`src/rtl/mac_tx_arb_if.sv`:
```
// mac_tx_arb_if: N frame sources on one side, one MAC TX byte stream on the other.
interface mac_tx_arb_if #(
   parameter int N = 2
);
   logic [N-1:0]   req;
   logic [N-1:0]   gnt;
   logic [8*N-1:0] in_data;
   logic [N-1:0]   in_valid;
   logic [N-1:0]   in_sof;
   logic [N-1:0]   in_eof;
   logic [7:0]     mac_tx_data;
   logic           mac_tx_valid;
   logic           mac_tx_sof;
   logic           mac_tx_eof;

   modport master (
      output req, in_data, in_valid, in_sof, in_eof,
      input  gnt, mac_tx_data, mac_tx_valid, mac_tx_sof, mac_tx_eof
   );

   modport slave (
      input  req, in_data, in_valid, in_sof, in_eof,
      output gnt, mac_tx_data, mac_tx_valid, mac_tx_sof, mac_tx_eof
   );
endinterface

```
`src/rtl/mac_tx_arb.sv`:
```
// mac_tx_arb: frame-level round-robin arbiter in front of the MAC TX port.
// Define MAC_TX_ARB_STAT_EN for per-source 16-bit frame counters (stat_frames/stat_clr).
module mac_tx_arb #(
   parameter int N           = 2,
   parameter int IFG_CYCLES  = 12,
   parameter int SOF_TIMEOUT = 255
) (
   input  logic            clk,
   input  logic            rst,
   mac_tx_arb_if.slave     bus,
   output logic            timeout,
   output logic            busy
`ifdef MAC_TX_ARB_STAT_EN
   ,
   input  logic            stat_clr,
   output logic [16*N-1:0] stat_frames
`endif
);
   localparam int PW = (N > 1) ? $clog2(N) : 1;
   localparam int GW = (IFG_CYCLES > 1) ? $clog2(IFG_CYCLES) : 1;
   localparam int TW = (SOF_TIMEOUT > 1) ? $clog2(SOF_TIMEOUT) : 1;
   localparam logic [PW-1:0] P_LAST = PW'(N - 1);
   localparam logic [GW-1:0] G_LAST =
      GW'((IFG_CYCLES > 0) ? IFG_CYCLES - 1 : 0);
   localparam logic [TW-1:0] T_LAST =
      TW'((SOF_TIMEOUT > 0) ? SOF_TIMEOUT - 1 : 0);

   typedef enum logic [1:0] {IDLE, GRANT, XFER, GAP} state_t;

   // Zero gap skips GAP entirely so the next grant can follow at once.
   localparam state_t AFTER = (IFG_CYCLES == 0) ? IDLE : GAP;

   state_t          cur, nxt;
   logic [N-1:0]    gnt_q, gnt_d;
   logic [PW-1:0]   sel_q, sel_d;
   logic [PW-1:0]   ptr_q, ptr_d;
   logic [PW-1:0]   pick, idx;
   logic            hit;
   logic [GW-1:0]   gcnt_q, gcnt_d;
   logic [TW-1:0]   tcnt_q, tcnt_d;
   logic            to_d;
   logic [7:0]      d_q, d_d;
   logic            v_q, v_d;
   logic            s_q, s_d;
   logic            e_q, e_d;

   logic [7:0]      sd;
   logic            sv, ss, se, sr;

   assign sd = bus.in_data[{sel_q, 3'b000} +: 8];
   assign sv = bus.in_valid[sel_q];
   assign ss = bus.in_sof[sel_q];
   assign se = bus.in_eof[sel_q];
   assign sr = bus.req[sel_q];

   always_comb begin
      pick = '0;
      idx  = '0;
      hit  = 1'b0;
      for (int k = 0; k < N; k++) begin
         idx = PW'((int'(ptr_q) + k) % N);
         if (!hit && bus.req[idx]) begin
            hit  = 1'b1;
            pick = idx;
         end
      end
   end

   always_comb begin
      nxt    = cur;
      gnt_d  = gnt_q;
      sel_d  = sel_q;
      ptr_d  = ptr_q;
      gcnt_d = gcnt_q;
      tcnt_d = tcnt_q;
      to_d   = 1'b0;
      d_d    = '0;
      v_d    = 1'b0;
      s_d    = 1'b0;
      e_d    = 1'b0;
      unique case (cur)
         IDLE: begin
            if (hit) begin
               nxt         = GRANT;
               gnt_d       = '0;
               gnt_d[pick] = 1'b1;
               sel_d       = pick;
               ptr_d       = (pick == P_LAST) ? '0 : pick + 1'b1;
               tcnt_d      = '0;
            end
         end
         GRANT: begin
            if (sv && ss) begin
               d_d = sd;
               v_d = 1'b1;
               s_d = 1'b1;
               e_d = se;
               if (se) begin
                  nxt    = AFTER;
                  gnt_d  = '0;
                  gcnt_d = '0;
               end else begin
                  nxt = XFER;
               end
            end else if (!sr) begin
               nxt   = IDLE;
               gnt_d = '0;
            end else if (tcnt_q == T_LAST) begin
               nxt    = AFTER;
               gnt_d  = '0;
               gcnt_d = '0;
               to_d   = 1'b1;
            end else begin
               tcnt_d = tcnt_q + 1'b1;
            end
         end
         XFER: begin
            d_d = sd;
            v_d = sv;
            s_d = sv & ss;
            e_d = sv & se;
            if (sv && se) begin
               nxt    = AFTER;
               gnt_d  = '0;
               gcnt_d = '0;
            end
         end
         GAP: begin
            if (gcnt_q == G_LAST) nxt = IDLE;
            else gcnt_d = gcnt_q + 1'b1;
         end
         default: nxt = IDLE;
      endcase
   end

   always_ff @(posedge clk or negedge rst) begin
      if (!rst) begin
         cur     <= IDLE;
         gnt_q   <= '0;
         sel_q   <= '0;
         ptr_q   <= '0;
         gcnt_q  <= '0;
         tcnt_q  <= '0;
         timeout <= 1'b0;
         d_q     <= '0;
         v_q     <= 1'b0;
         s_q     <= 1'b0;
         e_q     <= 1'b0;
      end else begin
         cur     <= nxt;
         gnt_q   <= gnt_d;
         sel_q   <= sel_d;
         ptr_q   <= ptr_d;
         gcnt_q  <= gcnt_d;
         tcnt_q  <= tcnt_d;
         timeout <= to_d;
         d_q     <= d_d;
         v_q     <= v_d;
         s_q     <= s_d;
         e_q     <= e_d;
      end
   end

   assign bus.gnt          = gnt_q;
   assign bus.mac_tx_data  = d_q;
   assign bus.mac_tx_valid = v_q;
   assign bus.mac_tx_sof   = s_q;
   assign bus.mac_tx_eof   = e_q;
   assign busy             = (cur != IDLE);

`ifdef MAC_TX_ARB_STAT_EN
   logic [N-1:0][15:0] frames;

   // e_d is the eof being forwarded this clock; clear takes priority.
   always_ff @(posedge clk or negedge rst) begin
      if (!rst) begin
         frames <= '0;
      end else if (stat_clr) begin
         frames <= '0;
      end else if (e_d) begin
         frames[sel_q] <= frames[sel_q] + 16'd1;
      end
   end

   assign stat_frames = frames;
`endif
endmodule

```
`src/flat_wrapper.sv`:
```
// flat-port wrapper written by rule: the top's interface ports become plain ports
module mac_tx_arb_flat 
#(
   parameter int N           = 2,
   parameter int IFG_CYCLES  = 12,
   parameter int SOF_TIMEOUT = 255
)
  (clk, rst, timeout, busy, bus_req, bus_in_data, bus_in_valid, bus_in_sof, bus_in_eof, bus_gnt, bus_mac_tx_data, bus_mac_tx_valid, bus_mac_tx_sof, bus_mac_tx_eof);
  mac_tx_arb_if #(.N(N)) bus_i ();
  input  logic clk;
  input  logic rst;
  output logic timeout;
  output logic busy;
  input wire logic [$bits(bus_i.req)-1:0] bus_req;
  input wire logic [$bits(bus_i.in_data)-1:0] bus_in_data;
  input wire logic [$bits(bus_i.in_valid)-1:0] bus_in_valid;
  input wire logic [$bits(bus_i.in_sof)-1:0] bus_in_sof;
  input wire logic [$bits(bus_i.in_eof)-1:0] bus_in_eof;
  output wire logic [$bits(bus_i.gnt)-1:0] bus_gnt;
  output wire logic [$bits(bus_i.mac_tx_data)-1:0] bus_mac_tx_data;
  output wire logic [$bits(bus_i.mac_tx_valid)-1:0] bus_mac_tx_valid;
  output wire logic [$bits(bus_i.mac_tx_sof)-1:0] bus_mac_tx_sof;
  output wire logic [$bits(bus_i.mac_tx_eof)-1:0] bus_mac_tx_eof;
  assign bus_i.req = bus_req;
  assign bus_i.in_data = bus_in_data;
  assign bus_i.in_valid = bus_in_valid;
  assign bus_i.in_sof = bus_in_sof;
  assign bus_i.in_eof = bus_in_eof;
  assign bus_gnt = bus_i.gnt;
  assign bus_mac_tx_data = bus_i.mac_tx_data;
  assign bus_mac_tx_valid = bus_i.mac_tx_valid;
  assign bus_mac_tx_sof = bus_i.mac_tx_sof;
  assign bus_mac_tx_eof = bus_i.mac_tx_eof;
  mac_tx_arb #(.N(N), .IFG_CYCLES(IFG_CYCLES), .SOF_TIMEOUT(SOF_TIMEOUT)) u_core (.clk(clk), .rst(rst), .bus(bus_i), .timeout(timeout), .busy(busy));
endmodule
```
`config.mk`:
```
export PLATFORM = sky130hd
export DESIGN_NAME = mac_tx_arb_flat
export DESIGN_NICKNAME = d
export VERILOG_FILES = /design/src/rtl/mac_tx_arb_if.sv /design/src/rtl/mac_tx_arb.sv /design/src/flat_wrapper.sv
export SDC_FILE = /design/constraint.sdc
export NUM_CORES = 1
export LEC_CHECK = 0
export CAP_MARGIN = 20
export CORE_ASPECT_RATIO = 0.9
export CORE_MARGIN = 2
export CORE_UTILIZATION = 52
export CTS_CLUSTER_SIZE = 40
export DETAILED_ROUTE_END_ITERATION = 7
export PLACE_DENSITY = 0.84
export REMOVE_ABC_BUFFERS = 1
export SYNTH_ARGS = -nofsm -noshare
export SYNTH_HDL_FRONTEND = slang
export SYNTH_SLANG_ARGS = --single-unit
```
`constraint.sdc`:
```
create_clock -name clk -period 2.57 [get_ports clk]
set_input_delay 0.514 -clock clk [delete_from_list [all_inputs] [get_ports clk]]
set_output_delay 0.514 -clock clk [all_outputs]
set_load 0.01 [all_outputs]
```
==> Word level (Yosys, flattened, before mapping) <==
Cells that the tools add are included.
{ "classes": {"n_lt_le_gt_ge": 5, "n_reduce_logical": 15, "mux": 57, "eq_ne": 16, "shift": 1, "addsub": 4, "bitwise_logic": 2} }
{ "ops": {"columns": ["operator", "count"], "rows": [
  ["8-bit two-way mux", 5],
  ["8-bit one-hot mux with 2 select lines", 2],
  ["1-bit two-way mux", 25],
  ["2-bit two-way mux", 12],
  ["4-bit two-way mux", 6],
  ["16-bit by 5-bit indexed part select with 8-bit output", 1],
  ["4-bit one-hot mux with 3 select lines", 1],
  ["5-bit AND reduction", 2],
  ["8-bit by 1-bit adder with 8-bit output, second input constant", 1],
  ["8-bit equality test, second input constant", 1],
  ["1-bit by 2-bit less-than comparator with 1-bit output, second input constant", 4],
  ["2-bit by 1-bit inequality test with 1-bit output, second input constant", 4],
  ["2-bit one-hot mux with 4 select lines", 1],
  ["2-bit inequality test, second input constant", 3],
  ["3-bit by 1-bit inequality test with 1-bit output, second input constant", 2],
  ["1-bit one-hot mux with 2 select lines", 3],
  ["2-bit one-hot mux with 3 select lines", 1],
  ["6-bit AND reduction", 1],
  ["3-bit nonzero test", 2],
  ["4-bit by 1-bit adder with 4-bit output, second input constant", 1],
  ["2-bit equality test, second input constant", 2],
  ["4-bit equality test, second input constant", 1],
  ["1-bit logical AND", 4],
  ["4-bit inequality test, second input constant", 1],
  ["11 further kinds", 14]
]} }
{ "word_totals": {"ff_bits": 30} }

==> Logic depth before layout (Yosys ltp) <==
Gate-level depths: netlist of run 1.
{ "depth": {"depth_word": 12, "ltp_mapped": 7, "mapped_depth_nobuf": 7} }

==> Worst setup path before layout of run 1 <==
No wires, ideal clock.
{ "synth_path": {"path_type": "register to register", "from": "reg u_core.cur[0]", "to": "reg u_core.gnt_q[0], in the netlist u_core.bus.gnt[0]", "n_path_buf": 0, "t_arrival_ns": 1.710, "setup_ns": 0.127, "path_stages_with_launch": 8, "required_ns": 2.443, "path_slack_ns": 0.732, "synth_period_minus_slack_ns": 1.838, "path_cell_list": "dfrtp_1 inv_1 ha_1 inv_1 nor3_1 a311oi_2 nand3b_2 mux2_1"} }
{ "synth_between": {"elab_chain_len": 3, "elab_cells_between_ends": 10, "classes_between": "eq/ne: 6; mux: 1; reduce/logical: 3"} }
{ "synth_rtl": {"columns": ["element", "line_no", "text"], "rows": [
  ["from (decl)", "mac_tx_arb.sv:33", "state_t cur, nxt;"],
  ["from (signal assigned)", "mac_tx_arb.sv:150", "cur <= nxt;"],
  ["2-bit by 1-bit equality test with 1-bit output (tied with other cells)", "mac_tx_arb.sv:81", "unique case (cur)"],
  ["4-bit inequality test (no source line) (tied with other cells)", null, null],
  ["5-bit AND reduction (no source line)", null, null],
  ["to (signal assigned)", "mac_tx_arb.sv:151", "gnt_q <= gnt_d;"],
  ["to (decl)", "mac_tx_arb.sv:34", "logic [N-1:0] gnt_q, gnt_d;"]
]} }
Several ways; a longest one is shown, not always the timed one.
A chain may end at the register's enable or synchronous reset.

==> Final worst setup path of run 1 <==
{ "layout_path": {"from": "reg u_core.cur[0]", "to": "out busy"} }
{ "layout_between": {"elab_chain_len": 1} }
{ "layout_rtl": {"columns": ["element", "line_no", "text"], "rows": [
  ["2-bit nonzero test", "mac_tx_arb.sv:169", "assign busy = (cur != IDLE);"],
  ["to (decl)", "flat_wrapper.sv:13", "output logic busy;"]
]} }
No other way between the ends.

==> results of run 1 <==
flip-flops by register name, indices dropped and copies added, names as in the netlist, named ones only:
signal / cells
u_core.bus.gnt: 2
u_core.bus.mac_tx_data: 8
u_core.bus.mac_tx_eof: 1
u_core.bus.mac_tx_sof: 1
u_core.bus.mac_tx_valid: 1
u_core.cur: 1
u_core.gcnt_q: 4
u_core.ptr_q: 1
u_core.sel_q: 1
u_core.tcnt_q: 8
u_core.timeout: 1
cell families (layout without fill, tap and decap cells):
family | after synthesis | after routing | synth area share, %
buffers and inverters | 12 | 61 | 2.794
XOR/XNOR | 1 | 1 | 0.5288
adder cells (fa/ha/maj) | 7 | 7 | 5.287
AND/OR/NAND/NOR | 59 | 59 | 19.56
multiplexers | 15 | 15 | 9.517
AO/OA/AOI/OAI | 38 | 38 | 16.99
flip-flops | 30 | 30 | 45.32
synth_stat cells (2+ instances only):
| cell type | number | area [um^2] |
|---|---|---|
| mux2i_1 | 9 | 90.09 |
| a32o_1 | 2 | 20.02 |
| nor2_1 | 15 | 56.30 |
| a21oi_1 | 7 | 35.03 |
| o211ai_1 | 2 | 15.01 |
| a21boi_0 | 2 | 15.01 |
| nand3_1 | 6 | 30.03 |
| ha_1 | 7 | 87.58 |
| mux2_2 | 3 | 33.78 |
| inv_1 | 9 | 33.78 |
| o21a_1 | 2 | 15.01 |
| o211a_1 | 4 | 40.04 |
| nand4_1 | 3 | 18.77 |
| and3_1 | 2 | 12.51 |
| nand2_1 | 14 | 52.55 |
| dfrtp_1 | 30 | 750.7 |
| mux2_1 | 3 | 33.78 |
| or3_1 | 2 | 12.51 |
| o31ai_1 | 3 | 22.52 |
| o21ai_0 | 7 | 35.03 |
| nor2b_1 | 5 | 31.28 |
routing by layer:
metal  global-route usage (%)  up-vias  wire length, um
li1                         -      688                -
met1                    29.65      691             1706
met2                    41.35       38             2058
met3                    4.931        9              168
met4                    11.18        0               84
met5                        0        -                0
metrics by stage:
step | hold slack, ps | setup TNS (ps)
final | 527.0 | 0
after CTS | 531.7 | 0
after detailed placement | 506.5 | -0.4288
after global routing | 558.4 | 0
after global placement | 479.4 | 0
after floorplan | 218.4 | 0
final cells by class:
cell class / instances / area [um^2]
Inverter: 9 / 33.78
Clock buffer: 7 / 55.05
Fill cell: 247 / 855.8
Timing Repair Buffer: 44 / 430.4
Multi-Input combinational cell: 120 / 859.6
Tap cell: 42 / 52.55
Sequential cell: 30 / 750.7
Clock inverter: 1 / 5.005
power by group through the flow:
stage / sequential [mW] / clock [mW] / combinational (mW)
2_1_floorplan: 0.735 / 0 / 0.574
3_3_place_gp: 0.684 / 0 / 0.935
3_5_place_dp: 0.693 / 0 / 0.981
4_1_cts: 0.685 / 0.300 / 0.989
5_1_grt: 0.702 / 0.318 / 1.09
6_report: 0.687 / 0.293 / 0.989
path summary, 6_finish.rpt:
kind                                             end  cells past startpoint
setup / recovery                                busy                      4
hold / removal                     u_core.bus.gnt[0]                      1
setup reg to reg                   u_core.bus.gnt[1]                      7
hold reg to reg                    u_core.bus.gnt[0]                      1
max in group asynchronous  u_core.bus.mac_tx_data[2]                      2
min in group asynchronous           u_core.tcnt_q[4]                      2
==> metrics.md, run 1 <==
| Metric | Value |
|---|---|
| Synth async-reset ratio | 100.0% |
| P&R area growth vs syn | 32.02% |
| WL/cell | 15.87 um |
| Post-route ant nets | 0 |
| Worst Min Path Start | u_core.bus.gnt[0] |
| Sequential power share | 34.9% |
| Fin. Hold Viols | 0 |
| Die X | 63.50 um |
| Place WS | -0.4288 ps |
| Clk_skew | 8.172 ps |
| CP most frequent cell | inv_1 |
| Site row count | 19 |
| Slew @ Worst Pin | 441.5 ps |
| Finished Cell Area | 0.002187 mm^2 |
| Clock share of power | 14.9% |
| H-Tree Depth | 2 |
| Die height | 57.55 um |
| Seq/Total Area, Yosys | 45.32% |
| WL final | 4.016 mm |
| Fmax | 418.8 MHz |
| Final setup margin | 182.4 ps |
| Largest net degree at the start of global routing | 31 |
| Number of remaining DRC errors | 0 |
| Sw frac | 39.21% |
| Yosys cell types | 46 |
| Root Driver | clkbuf_4 |
| DR vias/cell | 5.636 |
| CTS tree | yes |
| Pins Over Slew Limit | 0 |
| IO Pins | 41 |
| Most frequent cells in the layout | clkdlybuf4s50_1, dfrtp_1, nor2_1, nand2_1 |
| Worst Path Arrival | 1870 ps |
| Area after DPL | 0.002127 mm^2 |
| Tot Pwr | 1.968 mW |
| CP cell instances | inv_1, ha_1, inv_1, clkdlybuf4s50_1 |
| PortBufs | 40 |
| Ys Warns | 0 |
| Nets@finish | 243 |
| Combinational power share | 50.2% |
| Clock Pin Slew Worst Setup and Hold Paths | 90 ps |
| Critical path peak fanout | 7 |
| Area of the core | 0.003043 mm^2 |
| Leak | 1.021 nW |
| Initial antenna violation count | 0 |
| Total grt overflow | 0 |
| Relative slew slack | 70.34% |
| TritonCTS buffer count | 5 |
| Total number of vias | 1426 |
| Gr usage total | 24.18% |
| Die area | 0.003654 mm^2 |
| GPL Wtd Cong | 0.8310 |
| Critical-path top delay cell | clkdlybuf4s50_1 |
| Detailed Routing Iterations Pass 1 | 4 |
| #FFs+latches synth | 30 |
| Worst Path Buf+Inv | 3 |
| Number of synthesized flops with an enable pin | 0 |
| Detailed Place HPWL | 3.090 mm |
| Outcome | finished clean |
| Placed cells | 245 |
| R2R setup slack | 430 ps |
| Final core occ | 71.88% |
| Setup Buffers After CTS | 0 |
| Worst hold path class | flip-flop to flip-flop |
| Initial Util | 54.44% |
| Vias in the first global route | 1463 |
| Post-route insts no fill | 253 |
| Global-route wire length before repair | 6.693 mm |
| Power density cells | 899.9 mW/mm^2 |
| VDD IR-drop max | 0.6287 mV |
| Layout cells sized above 1 | 9.953% |
| CP top delay family | buffers and inverters |
| Start point of the critical path | u_core.cur[0] |
| Syn avg cell area | 10.23 um^2 |
| Cell Int Power | 1.196 mW |
| Req. time, crit path | 2060 ps |
| Fin crit period | 2388 ps |
| Final setup violation count | 0 |
| Max stage delay on crit path | 550 ps |
| Tcrit/Tclk final | 92.90% |
| Mapped cell area | 0.001657 mm^2 |
| Crit Reg-Reg Startpoint | u_core.cur[0] |
| Longest Clk Path Bufs | 2 |
| Most common cell after layout, fill and taps aside | clkdlybuf4s50_1 |
| Worst setup EP type | output pin |
| CTS sink cnt | 30 |
| Antenna cells | 0 |
| Ys flop type | dfrtp_1 |
| Cts repair resizes | 0 |
| Worst skew pair latency | 340 ps |
| RSZ-0062 raised after global routing | no |
| Critical path type | flip-flop to output pin |
| Number of DRC markers in iteration 0 | 72 |
| Max-cap violations | 0 |
| Switch Pwr | 771.8 uW |
| Synthesized instance count | 162 |
| Critical Path Source Type | flip-flop |
| Post-CTS Hold Fix Bufs | 0 |
(Power assumes the default switching activity.)
==> run 2, diff against run 1 <==
SKIP_LAST_GASP = 1   (was not set)
==> results of run 2 <==
Same layout as run 1: the final DEF is identical, and so are final timing and power.
==> run 3, diff against run 2 <==
CORE_UTILIZATION = 55   (was 52)
CTS_BUF_LIST = sky130_fd_sc_hd__clkbuf_2   (was not set)
PLACE_DENSITY = 0.88   (was 0.84)
SETUP_SLACK_MARGIN = 0.15   (was not set)
==> metrics.md, run 3 (synthesis results as in run 1) <==
| Metric | Value |
|---|---|
| Clk_skew | 20.35 ps (+12.18 ps) |
| Area occupied by multi-input gates | 862.1 um^2 (+0.29%) |
| GPL Wtd Cong | 0.8350 (+0.48%) |
| Clock Pin Slew Worst Setup and Hold Paths | 170 ps (+80 ps) |
| Fillers | 173 (-30%) |
| Power density cells | 975.9 mW/mm^2 (+8.4%) |
| PortBufs | 40 (unchanged) |
| Leak | 1.049 nW (+2.7%) |
| Fin crit period | 2356 ps (-31.64 ps) |
| H-Tree Depth | 2 (unchanged) |
| Tcrit/Tclk final | 91.67% (-1.2 points) |
| Setup TNS | 0 ps (unchanged) |
| P&R area growth vs syn | 35.20% |
| CTS tree | yes |
| Worst hold path class | primary input to async pin |
| TritonCTS buffer count | 5 (unchanged) |
| Placed cells | 243 (-0.82%) |
| VDD IR-drop max | 0.7500 mV (+19%) |
| Post-route ant nets | 0 (unchanged) |
| Detailed Place HPWL | 3.256 mm (+5.4%) |
| Longest Clk Path Bufs | 2 (unchanged) |
| Detailed Routing Iterations Pass 1 | 5 (+1) |
| Post-route insts no fill | 254 (+0.40%) |
| Initial Util | 58.84% (+4.4 points) |
| Worst skew pair latency | 370 ps (+30 ps) |
| Antenna cells | 0 (unchanged) |
| RSZ-0062 raised after global routing | no |
| Critical path peak fanout | 7 (unchanged) |
| WL/cell | 18.10 um (+14%) |
| Req. time, crit path | 2060 ps (about the same) |
| Number of DRC markers in iteration 0 | 111 (+54%) |
| Initial antenna violation count | 0 (unchanged) |
| Most common cell after layout, fill and taps aside | clkdlybuf4s50_1 |
| Layout cells sized above 1 | 12.15% (+2.2 points) |
| Worst Path Arrival | 1840 ps (-30 ps) |
| Outcome | finished clean |
| Final setup violation count | 0 (unchanged) |
| Max-cap violations | 0 (unchanged) |
| Total grt overflow | 0 (unchanged) |
| Fmax | 424.5 MHz (+1.3%) |
| Critical Path Source Type | flip-flop |
| Die area | 0.003468 mm^2 (-5.1%) |
| Number of remaining DRC errors | 0 (unchanged) |
| Worst setup EP type | output pin |
| CTS sink cnt | 30 (unchanged) |
| Die height | 56.07 um (-2.6%) |
| Area of the core | 0.002815 mm^2 (-7.5%) |
| Site row count | 18 (-1) |
| WL final | 4.598 mm (+14%) |
| Post-CTS Hold Fix Bufs | 0 (unchanged) |
| Global-route wire length before repair | 7.376 mm (+10%) |
| Most frequent cells in the layout | clkdlybuf4s50_1, dfrtp_1, nor2_1, nand2_1 |
| Relative slew slack | 68.28% (-2.1 points) |
| Total number of vias | 1540 (+8.0%) |
| Largest net degree at the start of global routing | 31 (unchanged) |
| Gr usage total | 29.11% (+4.9 points) |
| IO Pins | 41 (unchanged) |
| Pins Over Slew Limit | 0 (unchanged) |
| Nets@finish | 246 (+1.2%) |
| Vias in the first global route | 1495 (+2.2%) |
| Critical path type | flip-flop to output pin |
| Slew @ Worst Pin | 471.6 ps (+30.10 ps) |
| Fin. Hold Viols | 0 (unchanged) |
| Storage cell area | 752.0 um^2 (+0.17%) |
| Root Driver | clkbuf_2 |
| Die X | 61.85 um (-2.6%) |
| DR vias/cell | 6.063 (+7.6%) |
run 3: changes by cell type in the layout (fill, tap and decap cells not counted), moves of 2 or more:
cell / delta
clkbuf_4: -5
bufinv_16: +2
clkbuf_2: +5
buf_4: +3
run 3: per-stage QoR:
| stage | area [um^2] | setup slack [ps] | hold WS (ps) | util (%) | power [mW] |
|---|---|---|---|---|---|
| after floorplan | 1644 | 498.5 | 218.4 | - | 1.309 |
| after global placement | 2125 | 155.7 | 506.5 | 75.47 | 1.611 |
| after detailed placement | 2125 | 101.6 | 516.0 | 75.47 | 1.683 |
| after CTS | 2225 | 228.5 | 500.0 | 79.02 | 2.145 |
| after global routing | 2240 | 154.6 | 535.7 | 79.56 | 2.295 |
| final | 2240 | 214.1 | 491.3 | 79.56 | 2.186 |
run 3: path summary, 6_finish.rpt:
path / start / end / depth (start not counted) / slack [ps]
min: rst / u_core.gcnt_q[1] / 2 / 490
min reg2reg: u_core.gcnt_q[2] / u_core.gcnt_q[2] / 1 / 540
max in group asynchronous: rst / u_core.bus.mac_tx_data[4] / 2 / 1780
max: u_core.cur[0] / busy / 4 / 210
min in group clk: u_core.gcnt_q[2] / u_core.gcnt_q[2] / 1 / 540
max reg2reg: u_core.cur[0] / u_core.gcnt_q[0] / 7 / 350
run 3: final cells by class:
| class | count | share of cell area [%] |
|---|---|---|
| inverters | 9 | 1.508 |
| well taps | 40 | 2.235 |
| multi-input cells | 120 | 38.49 |
| flip-flops and latches | 30 | 33.58 |
| clock buffers | 5 | 1.117 |
| clock inverters | 3 | 2.849 |
| repair buffers | 47 | 20.22 |
run 3: per-layer routing:
metal | wire (um) | part of all wire, % | up-vias | track usage, %
met5 | 0 | 0 | - | 0
met4 | 98 | 2.1 | 0 | 8.511
met3 | 276 | 6.0 | 19 | 6.047
met2 | 2351 | 51 | 84 | 47.52
met1 | 1871 | 41 | 741 | 38.11
li1 | - | - | 696 | -
run 3: timing repair:
| item | 4_1_cts | 5_1_grt |
|---|---|---|
| gates cloned | 0 | 0 |
| buffers inserted | 1 | 2 |
| endpoints found under the setup margin | 1 | 1 |
| gates resized for setup | 2 | 0 |
run 3: where the power goes:
part | internal [mW] | total [mW] | leakage [nW] | switching [mW]
clock network | 0.259 | 0.431 | 0.0506 | 0.172
registers | 0.591 | 0.693 | 0.402 | 0.102
logic | 0.508 | 1.06 | 0.596 | 0.554
total | 1.36 | 2.19 | 1.05 | 0.828
run 3: critical path, cell delays in order, from the launching register on:
cell,delay [ps]
dfrtp_2,460
inv_1,80
ha_2,250
inv_1,130
clkdlybuf4s50_1,550
